--- config.mk ---
export PLATFORM = sky130hd
export DESIGN_NAME = encoder4to2_evt
export DESIGN_NICKNAME = d
export VERILOG_FILES = /design/src/rtl/encoder4to2_evt.sv
export SDC_FILE = /design/constraint.sdc
export NUM_CORES = 1
export LEC_CHECK = 0
export CORE_AREA = 2 2 39 41
export DETAILED_ROUTE_END_ITERATION = 7
export DIE_AREA = 0 0 41 43
export HOLD_SLACK_MARGIN = 0.08
export PLACE_DENSITY_LB_ADDON = 0.2
export RECOVER_POWER = 100
export SKIP_CTS_REPAIR_TIMING = 1
export SYNTH_ARGS = -nofsm -noshare
export SYNTH_HDL_FRONTEND = slang
export SYNTH_SLANG_ARGS = --single-unit
export TNS_END_PERCENT = 20
--- constraint.sdc ---
create_clock -name clk -period 2.05 [get_ports clk]
set_clock_uncertainty 0.1 [all_clocks]
set_input_delay 0.5125 -clock clk [delete_from_list [all_inputs] [get_ports clk]]
set_output_delay 0.5125 -clock clk [all_outputs]
set_load 0.05 [all_outputs]
--- src/rtl/encoder4to2_evt.sv ---
// encoder4to2_evt: event-driven 4-to-2 encoder.
// Rising edges on req[3:0] become pending events. Each pending event is
// issued as one 2-bit code through a registered valid/ready output stage.
// RR selects the arbitration used when several events are pending:
// 0 = fixed priority (bit 3 highest), 1 = round-robin after the last issued code.
//
// Ports:
//   clk     in   system clock, rising-edge active
//   rst     in   synchronous active-high reset
//   req     in   [3:0] request lines; a 0->1 on bit i is one event for code i
//   ready   in   downstream accepts Y when valid & ready
//   ovf_clr in   clears the sticky ovf flag
//   Y       out  [1:0] code of the issued event (registered)
//   valid   out  Y holds an unconsumed code (registered)
//   pend    out  [3:0] events not yet loaded into Y (registered)
//   ovf     out  sticky: an event was merged into an already-pending one
module encoder4to2_evt #(
  parameter int unsigned RR = 0
) (
  input  logic       clk,
  input  logic       rst,
  input  logic [3:0] req,
  input  logic       ready,
  input  logic       ovf_clr,
  output logic [1:0] Y,
  output logic       valid,
  output logic [3:0] pend,
  output logic       ovf
);

  logic [3:0] req_prev;
  logic [3:0] rise;
  logic [3:0] load_sel;
  logic [1:0] last;
  logic [1:0] sel_code;
  logic [1:0] idx;
  logic       found;
  logic       load;

  assign rise = req & ~req_prev;
  assign load = (|pend) & (~valid | ready);

  // Selection looks only at registered pend; a same-cycle rise waits a cycle.
  always_comb begin
    sel_code = '0;
    idx      = '0;
    found    = 1'b0;
    if (RR != 0) begin
      // Walk last+1, last+2, ... wrapping naturally in 2 bits.
      for (int unsigned k = 1; k <= 4; k++) begin
        idx = last + k[1:0];
        if (!found && pend[idx]) begin
          sel_code = idx;
          found    = 1'b1;
        end
      end
    end else begin
      // Ascending scan: the highest set index is the last one written.
      for (int unsigned k = 0; k < 4; k++) begin
        if (pend[k[1:0]]) begin
          sel_code = k[1:0];
        end
      end
    end
  end

  assign load_sel = load ? (4'b0001 << sel_code) : '0;

  always_ff @(posedge clk) begin
    if (rst) begin
      Y        <= '0;
      valid    <= 1'b0;
      pend     <= '0;
      ovf      <= 1'b0;
      req_prev <= '1;  // lines already high at release are not events
      last     <= '1;  // first round-robin search starts at bit 0
    end else begin
      req_prev <= req;
      // A rise on the bit being loaded re-arms it without overflow.
      pend     <= (pend & ~load_sel) | rise;
      if (|(rise & pend & ~load_sel)) begin
        ovf <= 1'b1;
      end else if (ovf_clr) begin
        ovf <= 1'b0;
      end
      if (load) begin
        Y     <= sel_code;
        valid <= 1'b1;
        if (RR != 0) begin
          last <= sel_code;
        end
      end else if (valid && ready) begin
        valid <= 1'b0;
      end
    end
  end

endmodule

# Word-level counts from Yosys, hierarchy flattened
# Index checks and enable logic that the tools add are counted.
# totals
elab_cells	29
reg_bits	12
out_inout_bits	8
# op_classes
reduce_logical	5
n_bitwise	10
shift	1
muxes	8
# ops
cell	n
$and A4 B4 Y4	4
$not A4 Y4	2
$reduce_or A4 Y1	2
$mux W1	5
$mux W2	2
$mux W4	1
$or A4 B4 Y4	1
$reduce_bool A2 Y1	2
$shl A1 B2 Y4 const A	1
$and A1 B1 Y1	1
$logic_and A1 B1 Y1	1
$not A1 Y1	1
$or A1 B1 Y1	1

# Longest topological paths before layout
# depth
depth_word	9
depth_mapped	4

# Least setup slack after synthesis
# OpenSTA, ideal clock, no wires.
# synth_path
path_type	register -> register
from	register valid
to	register ovf
arrival_time_ps	1358
path_slack_ps	518
stages_incl_launch_ff	5
period_less_slack_ps	1532
path_buffers	0
setup_time_ps	74
cell_sequence	dfxtp_1 > nor2b_4 > nand2_1 > o221a_2 > a31oi_1
# synth_between
elab_chain_len	8
# synth_lines
element	line_no	rtl
start, declared	26	output logic valid,
start signal, assigned	72	valid <= 1'b0;
start signal, assigned	88	valid <= 1'b1;
start signal, assigned	93	valid <= 1'b0;
$not A1 Y1 (*)	41	assign load = (|pend) & (~valid | ready);
$or A1 B1 Y1 (*)	41	
$and A1 B1 Y1 (*)	41	
$mux W4 (*)	67	assign load_sel = load ? (4'b0001 << sel_code) : '0;
$not A4 Y4 (*)	81	if (|(rise & pend & ~load_sel)) begin
$and A4 B4 Y4 (*)	81	
$reduce_or A4 Y1 (*)	81	
$mux W1 / $reduce_bool A2 Y1 (equally long branches)	-	
end signal, assigned	74	ovf <= 1'b0;
end signal, assigned	82	ovf <= 1'b1;
end signal, assigned	84	ovf <= 1'b0;
end, declared	28	output logic ovf
# Mark *: on every way between the ends. The rest lies on a longest branch, timed or not.
# A chain may end at the register's enable or synchronous reset.

# Worst setup path in the final report
# layout_path
from	register pend[0]
to	output pend[0]
# layout_rtl
element	line_no	rtl
start, declared	27	output logic [3:0] pend,
start signal, assigned	80	pend <= (pend & ~load_sel) | rise;
# No word-level cell between the ends.

==> results.cfg <==
[status]
status = completed

[global_route]
grt_overflow_total = 0
grt_max_degree = 13
track_usage_pct = 12.4
grt_pass1_wl_microns = 1480
antenna_found_initial = 0
grt_pass1_vias = 343

[die]
dieArea_sq_mm = 0.00176
ioPinCount = 16
start_util_pct = 33.5
core_area_sq_mm = 0.00138
die_w_microns = 41
row_count = 14
die_h_microns = 43

[critical_path]
startpoint = pend[0]
crit_buf_inv = 1
end_kind = primary output
r2r-start = valid
cp_data_required_time_ns = 1.44
critical_path_class = flip-flop to primary output
cpLargestDelayFamily = buffers and inverters
worst_path_max_delay_cell = clkbuf_1
cp-start-kind = flip-flop
worstPathCellList = clkbuf_1
critical_path.max_fanout = 6
arrival_ns = 1.19
max_stage_delay_ns = 0.49

[synth]
synth_area_leaders = dfxtp_1 52%, a21oi_1 6.5%, o21ai_0 6.5%
syn_inst = 49
synth_area_per_cell_sq_um = 9.45
yosys_warnings = 0
synth_top_area_cell = dfxtp_1
synth_edf_count = 0
synth.ff_latch_count = 12
synth-async-reset-ratio_pct = 0
synth_nets = 57
synth_top_area_share_pct = 51.9
yosys.cell_types.count = 18
syn-cell-area_sq_um = 463
ys.flop_type = dfxtp_1
synth_seq_area_share_pct = 51.9

[timing]
period_share_pct = 88.0
slew_headroom_pct = 60.6
rsz0062_at_grt = no
tightest_slew_ns = 0.594
clock.fmax_mhz = 555
drv_slew = 0
setup_viol = 0
period_minus_slack_ns = 1.80
timing.final.hold_violations = 0
tns_ns = 0

[drt]
vias = 396
wl_per_cell_microns = 10.8
firstDrtPassIters = 4
met1_length_microns = 399
drt_iter0_drc = 7
wirelength_microns = 882
top_layer = met4
met2_length_microns = 405
post-route-drc-count = 0
detail-route-antenna-nets = 0
via_per_inst = 4.83
dr_wl_met3_microns = 55

[clocking]
cts_buffer_depth = 2
clock_latency_ns = 0.27
htreeDepth = 1
cts_tree = built
clkTransAtPathRegs_ns = 0.07
clock_sinks = 12
root_buffer = clkbuf_4
cts_made_buffers = 3

[min_path]
hp-class = flip-flop to flip-flop
hp-start = Y[0]

[placement]
dp.cells = 79
place.gp.congestion = 0.705
port_buffers = 15

[power_and_ir_drop]
pwr_density_cell_mw_per_mm2 = 787
power_mw = 0.460
ir_worst_vdd_v = 0.000342
power.leakage_nw = 0.214

[layout]
fin_cells = 82
diodes = 0
nFillCells = 156
synthToLayoutAreaGrowth_pct = 26.2
drive_gt1_share_pct = 15.2
nets = 76

[run]
cap_violations = 0
worst register-to-register path, stage by stage, from the launching register on:
cell	delay [ns]
dfxtp_1	0.32
nor2b_1	0.17
or3_1	0.39
o2111ai_1	0.20
a31oi_1	0.11
logic make-up after synthesis:
logic type             count (synthesis)  synth area share, %
AND/OR/NAND/NOR                       20                 26.5
flip-flops                            12                 51.9
buffers and inverters                  2                 1.62
AO/OA/AOI/OAI                         15                 20.0
cells in the mapped netlist, types with 2 or more instances:
cell and instances:
dfxtp_1 12, a21oi_1 6, o21ai_0 6, nor2_1 4, or2_2 4, nand2b_1 3
nand2_1 2, nor2b_1 2
power by group:
group | total [mW] | leakage [nW] | internal [mW] | switching, mW
clock | 0.141 | 0.0138 | 0.0680 | 0.0733
sequential | 0.251 | 0.0987 | 0.244 | 0.00659
combinational | 0.0678 | 0.102 | 0.0256 | 0.0422
per-stage QoR:
stage                     utilization (%)  hold WS, ns  cell area, sq um  worst slack, ns
after floorplan                         -        0.376               463            0.518
after CTS                            45.7        0.387               632            0.363
after global routing                 42.2        0.411               584            0.196
after detailed placement             44.0        0.377               609           0.0807
after global placement               44.0        0.372               609            0.112
final                                42.2        0.381               584            0.247
per-layer routing:
layer  global-route usage (%)  vias to the layer above
met1                     17.6                      176
met2                     15.9                       13
met4                     8.00                        0
li1                         -                      205
met5                        0                        -
met3                     3.14                        2
flip-flops by register name, indices dropped and copies added (netlist names):
| signal | flops |
|---|---|
| pend | 4 |
| req_prev | 4 |
| Y | 2 |
| ovf | 1 |
| valid | 1 |
cell type report:
cell class	count	area [sq um]	area share (%)
clock buffer	3	22.5	3.85
inverter	1	3.75	0.642
multi-input combinational	35	196	33.6
sequential	12	240	41.1
tap	16	20.0	3.43
timing repair buffer	15	101	17.3
path summary, 6_finish.rpt:
check	end	slack, ns	cells after the start
setup reg to reg	ovf	0.64	4
hold reg to reg	Y[0]	0.38	2
setup / recovery	pend[0]	0.25	1
hold / removal	Y[0]	0.38	2
cells in the final DEF, fill, tap and decap left out, drive strengths merged:
| cell type | count |
|---|---|
| a21oi | 6 |
| a31oi | 1 |
| clkbuf | 11 |
| clkdlybuf4s50 | 6 |
| dfxtp | 12 |
| dlygate4sd3 | 1 |
| inv | 1 |
| nand2 | 2 |
| nand2b | 3 |
| nand3 | 1 |
| nor2 | 4 |
| nor2b | 3 |
| nor3 | 1 |
| o2111ai | 1 |
| o21ai | 6 |
| o221a | 1 |
| or2 | 4 |
| or2b | 1 |
| or3 | 1 |
(Power assumes the default switching activity.)
==> RTL change 1: new RTL, same flow settings <==
The parameter `RR` goes from 0 to 1.
--- a/src/rtl/encoder4to2_evt.sv
+++ b/src/rtl/encoder4to2_evt.sv
@@ -15,7 +15,7 @@
 //   pend    out  [3:0] events not yet loaded into Y (registered)
 //   ovf     out  sticky: an event was merged into an already-pending one
 module encoder4to2_evt #(
-  parameter int unsigned RR = 0
+  parameter int unsigned RR = 1
 ) (
   input  logic       clk,
   input  logic       rst,
Formal check against the unedited RTL: not equivalent (Yosys sat finds a counterexample within 4 cycles, from zero or initial values and one cycle with rst high).
==> RTL change 1 against the unedited design <==
Cell count up 33%. Wire length up 50%. Non-clock buffer count up 4. Synthesized cell count up 45%. Sequential power up 25%. Sequential share of layout area down 7.2 points. Design area up 41%. Power up 48%. Largest power group unchanged. Critical endpoint is now ovf. Highest routed layer unchanged. Setup slack worse by 0.032 ns. Fmax down 1.7%. Area after synthesis up 39%. Sequential cell count up 2. Via count up 42%.
==> RTL change 1: results (changes against the unedited design) <==
status=complete, no violations; critical path's top delay family=compound AO/OA/AOI/OAI gates; Max FO, Critical Path=3 (-3); violation count after the first detailed-route iteration=16 (+9); Logic pwr share=23.7% (+9.0 points); GR Layer Usage met3=4.712% (+1.6 points); VDD IR-drop max=441.8 µV (+29%); post-synthesis xor/xnor area fraction=0% (unchanged); Worst EP arrival=1.89 ns (+0.70 ns); # diodes=0 (unchanged); met3 wire length=57 µm (+3.6%); H-tree levels=1 (unchanged); flop2flop setup slack=0.31 ns (-0.33 ns); Final #Nets=102 (+34%); root buffer cell=clkbuf_4; Tot Pwr=0.6790 mW (+48%); worst hold path endpoint=Y[1]; Worst R2R Path Depth=6 (+2); leakage power=0.3282 nW (+53%); FF-to-FF Start=pend[0]; Slew HR=59.86% (-0.72 points); FFs w/ async S/R, synth=0% (unchanged); CP max-delay cell=clkdlybuf4s50_1; commonest cells in the netlist=dfxtp_1, a21oi_1, nand2b_1; Sw Ratio=31.36% (+4.8 points); layout cells sized above 1=20.43% (+5.3 points); vias in the first global route=538 (+57%); sequential share of power=46.3% (-8.2 points); GRT met1 Usage=24.26% (+6.6 points); HP Start=Y[1]; worst-skew pair later-pin latency=0.28 ns; Synth warnings=0 (unchanged); Layout Cells excl Fill=109 (+33%); post-synthesis mux area share=3.101% (+3.1 points); M1 WL=640 µm (+60%); routed wire length per instance=12.15 µm (+13%); met2 usage=26.88% (+11 points); post-synth net total=79 (+39%); largest registers=pend (4), req_prev (4); Final HPWL DP=1.001 mm; DR vias=564 (+42%); CTS clk-pin slew, worst paths=0.09 ns (+0.02 ns); CTS Buffer Depth=2 (unchanged); global-route wire length before repair=2.263 mm (+53%); Synth cell types=28 (+10); placed cell area=822.0 µm² (+35%); All-Layer GR Usage=19.19% (+6.8 points); ranking of synthesized cells by area=dfxtp_1, a21oi_1, nand2b_1, or2_2, o31ai_4; Compound-Gate Fraction of Synth Area=26.94% (+6.9 points); mean post-synth cell area=9.093 µm² (-3.8%); register area share after synthesis=43.41% (-8.5 points); GP Congestion=0.7884 (+12%); PortBufs=15 (unchanged); met2 WL=587 µm (+45%); DP Worst Slack=-0.06183 ns (-0.1425 ns); final hold slack=0.3608 ns (-0.02017 ns); pin count of the biggest net entering global routing=15 (+2); slowest cell delay on critical path=0.46 ns (-0.03 ns)
-- RTL change 1: cell types whose count changed after synthesis, sizes merged, moves of 3 or more --
cell,delta
a21oi,+4
nor2b,-3
nand2b,+3
nand2,+3
-- RTL change 1: worst max path at each step --
stage          startpoint  end  slack (ns)  cells after the start
2_1_floorplan     pend[0]  ovf        0.14                      6
5_1_grt             ready  ovf        0.14                      6
3_5_place_dp        ready  ovf       -0.06                      6
6_report            ready  ovf        0.21                      6
4_1_cts             ready  ovf        0.24                      6
3_3_place_gp        ready  ovf       -0.03                      6
-- RTL change 1: final cells by class --
type / count / area, µm²
tap: 16 / 20.02
multi-input combinational: 53 / 347.8
sequential: 14 / 280.3
inverter: 3 / 11.26
timing repair buffer: 19 / 130.1
clock buffer: 4 / 36.28
fill: 138 / 558.0
-- RTL change 1: worst min-delay path: stages, from the launching register on --
cell,delay (ns)
dfxtp_1,0.32
nand2_1,0.05
a21oi_1,0.05
==> RTL change 2: new RTL, same settings <==
Without the edit above. Make the reset (`rst`) asynchronous in one clocked block. Comments in the files are not updated.
--- a/src/rtl/encoder4to2_evt.sv
+++ b/src/rtl/encoder4to2_evt.sv
@@ -66,7 +66,7 @@
 
   assign load_sel = load ? (4'b0001 << sel_code) : '0;
 
-  always_ff @(posedge clk) begin
+  always_ff @(posedge clk or posedge rst) begin
     if (rst) begin
       Y        <= '0;
       valid    <= 1'b0;
Behaviour: differs if rst is asserted again (counterexample within 4 cycles, from zero or initial values and one cycle with rst high); with rst held inactive, the same outputs for 10 cycles.
==> RTL change 2 against the unedited design <==
Wire length is 13% higher. Hold slack better by 0.057 ns. Sequential share of layout area is 3.0 points higher. Die area did not move. Design area rose by 18%. Sequential cell count is the same. Fmax grew 3.2%. Setup slack better by 0.056 ns. Area after synthesis rose by 16%.
Power is not compared: it rests on default switching activity, and its combinational part moved more than twofold at a synthesized area within 25%.
==> RTL change 2: results (changes against the unedited design) <==
global-route wire length before repair=1.773 mm (+20%); Sw Ratio=34.91%; flop2flop setup slack=0.76 ns (+0.12 ns); ranking of synthesized cells by area=dfrtp_1, dfstp_2, o21ai_0, buf_6, inv_1; Final #Nets=73 (-3.9%); Worst EP arrival=1.13 ns (-0.06 ns); worst hold path endpoint=pend[2]; Synth cell types=22 (+4); Max FO, Critical Path=4 (-2); via density per instance=5.038 (+4.3%); crit path to=pend[0]; FF-to-FF Start=pend[3]; worst r2r dst=ovf; final hold slack=0.4381 ns (+0.05714 ns); violation count after the first detailed-route iteration=9 (+2); detailed-route wire length=996 µm (+13%); GR Layer Usage met3=4.712% (+1.6 points); fillers=142 (-9.0%); status=complete, no violations; register area share after synthesis=56.88% (+5.0 points); Worst R2R Path Depth=2 (-2); routed wire length per instance=12.45 µm (+16%); All-Layer GR Usage=15.26% (+2.8 points); design area=691.9 µm² (+18%); Critical path origin=pend[0]; commonest cells in the netlist=dfrtp_1, inv_1, o21ai_0; GP Congestion=0.6912 (-1.9%); dpl cells=76 (-3.8%); Slew HR=59.70% (-0.88 points); GRT met1 Usage=22.15% (+4.5 points); FFs w/ async S/R, synth=100.0% (+100 points); DP Worst Slack=0.2587 ns (+0.1780 ns); vias in the first global route=391 (+14%); HP Start=req_prev[2]; Hold Path Stages=1 (-1); Post-Synthesis Cells=47 (-4.1%)
[RTL change 2: changes by cell type after synthesis, moves of 3 or more]
cell	change
a21oi_1	-5
dfrtp_1	+8
dfstp_2	+4
dfxtp_1	-12
inv_1	+5
nand2b_1	-3
or2_2	-4
[RTL change 2: cells by family (layout without fill, tap and decap cells)]
logic type             count (synthesis)  count (layout)  synth area share (%)
multiplexers                           1               1                 1.865
AO/OA/AOI/OAI                         13              13                 16.32
buffers and inverters                  8              25                 8.391
flip-flops                            12              12                 56.88
AND/OR/NAND/NOR                       13              13                 16.55
[RTL change 2: final cells by class]
cell class	instances	area share, %
inverters	6	3.255
repair buffers	15	17.54
clock buffers	4	5.244
multi-input cells	27	26.94
flip-flops and latches	12	44.12
well taps	16	2.893
[RTL change 2: routing by layer]
metal,up-vias,wire [µm]
li1,202,-
met1,187,452
met2,12,456
met3,2,74
met4,0,13
met5,-,0
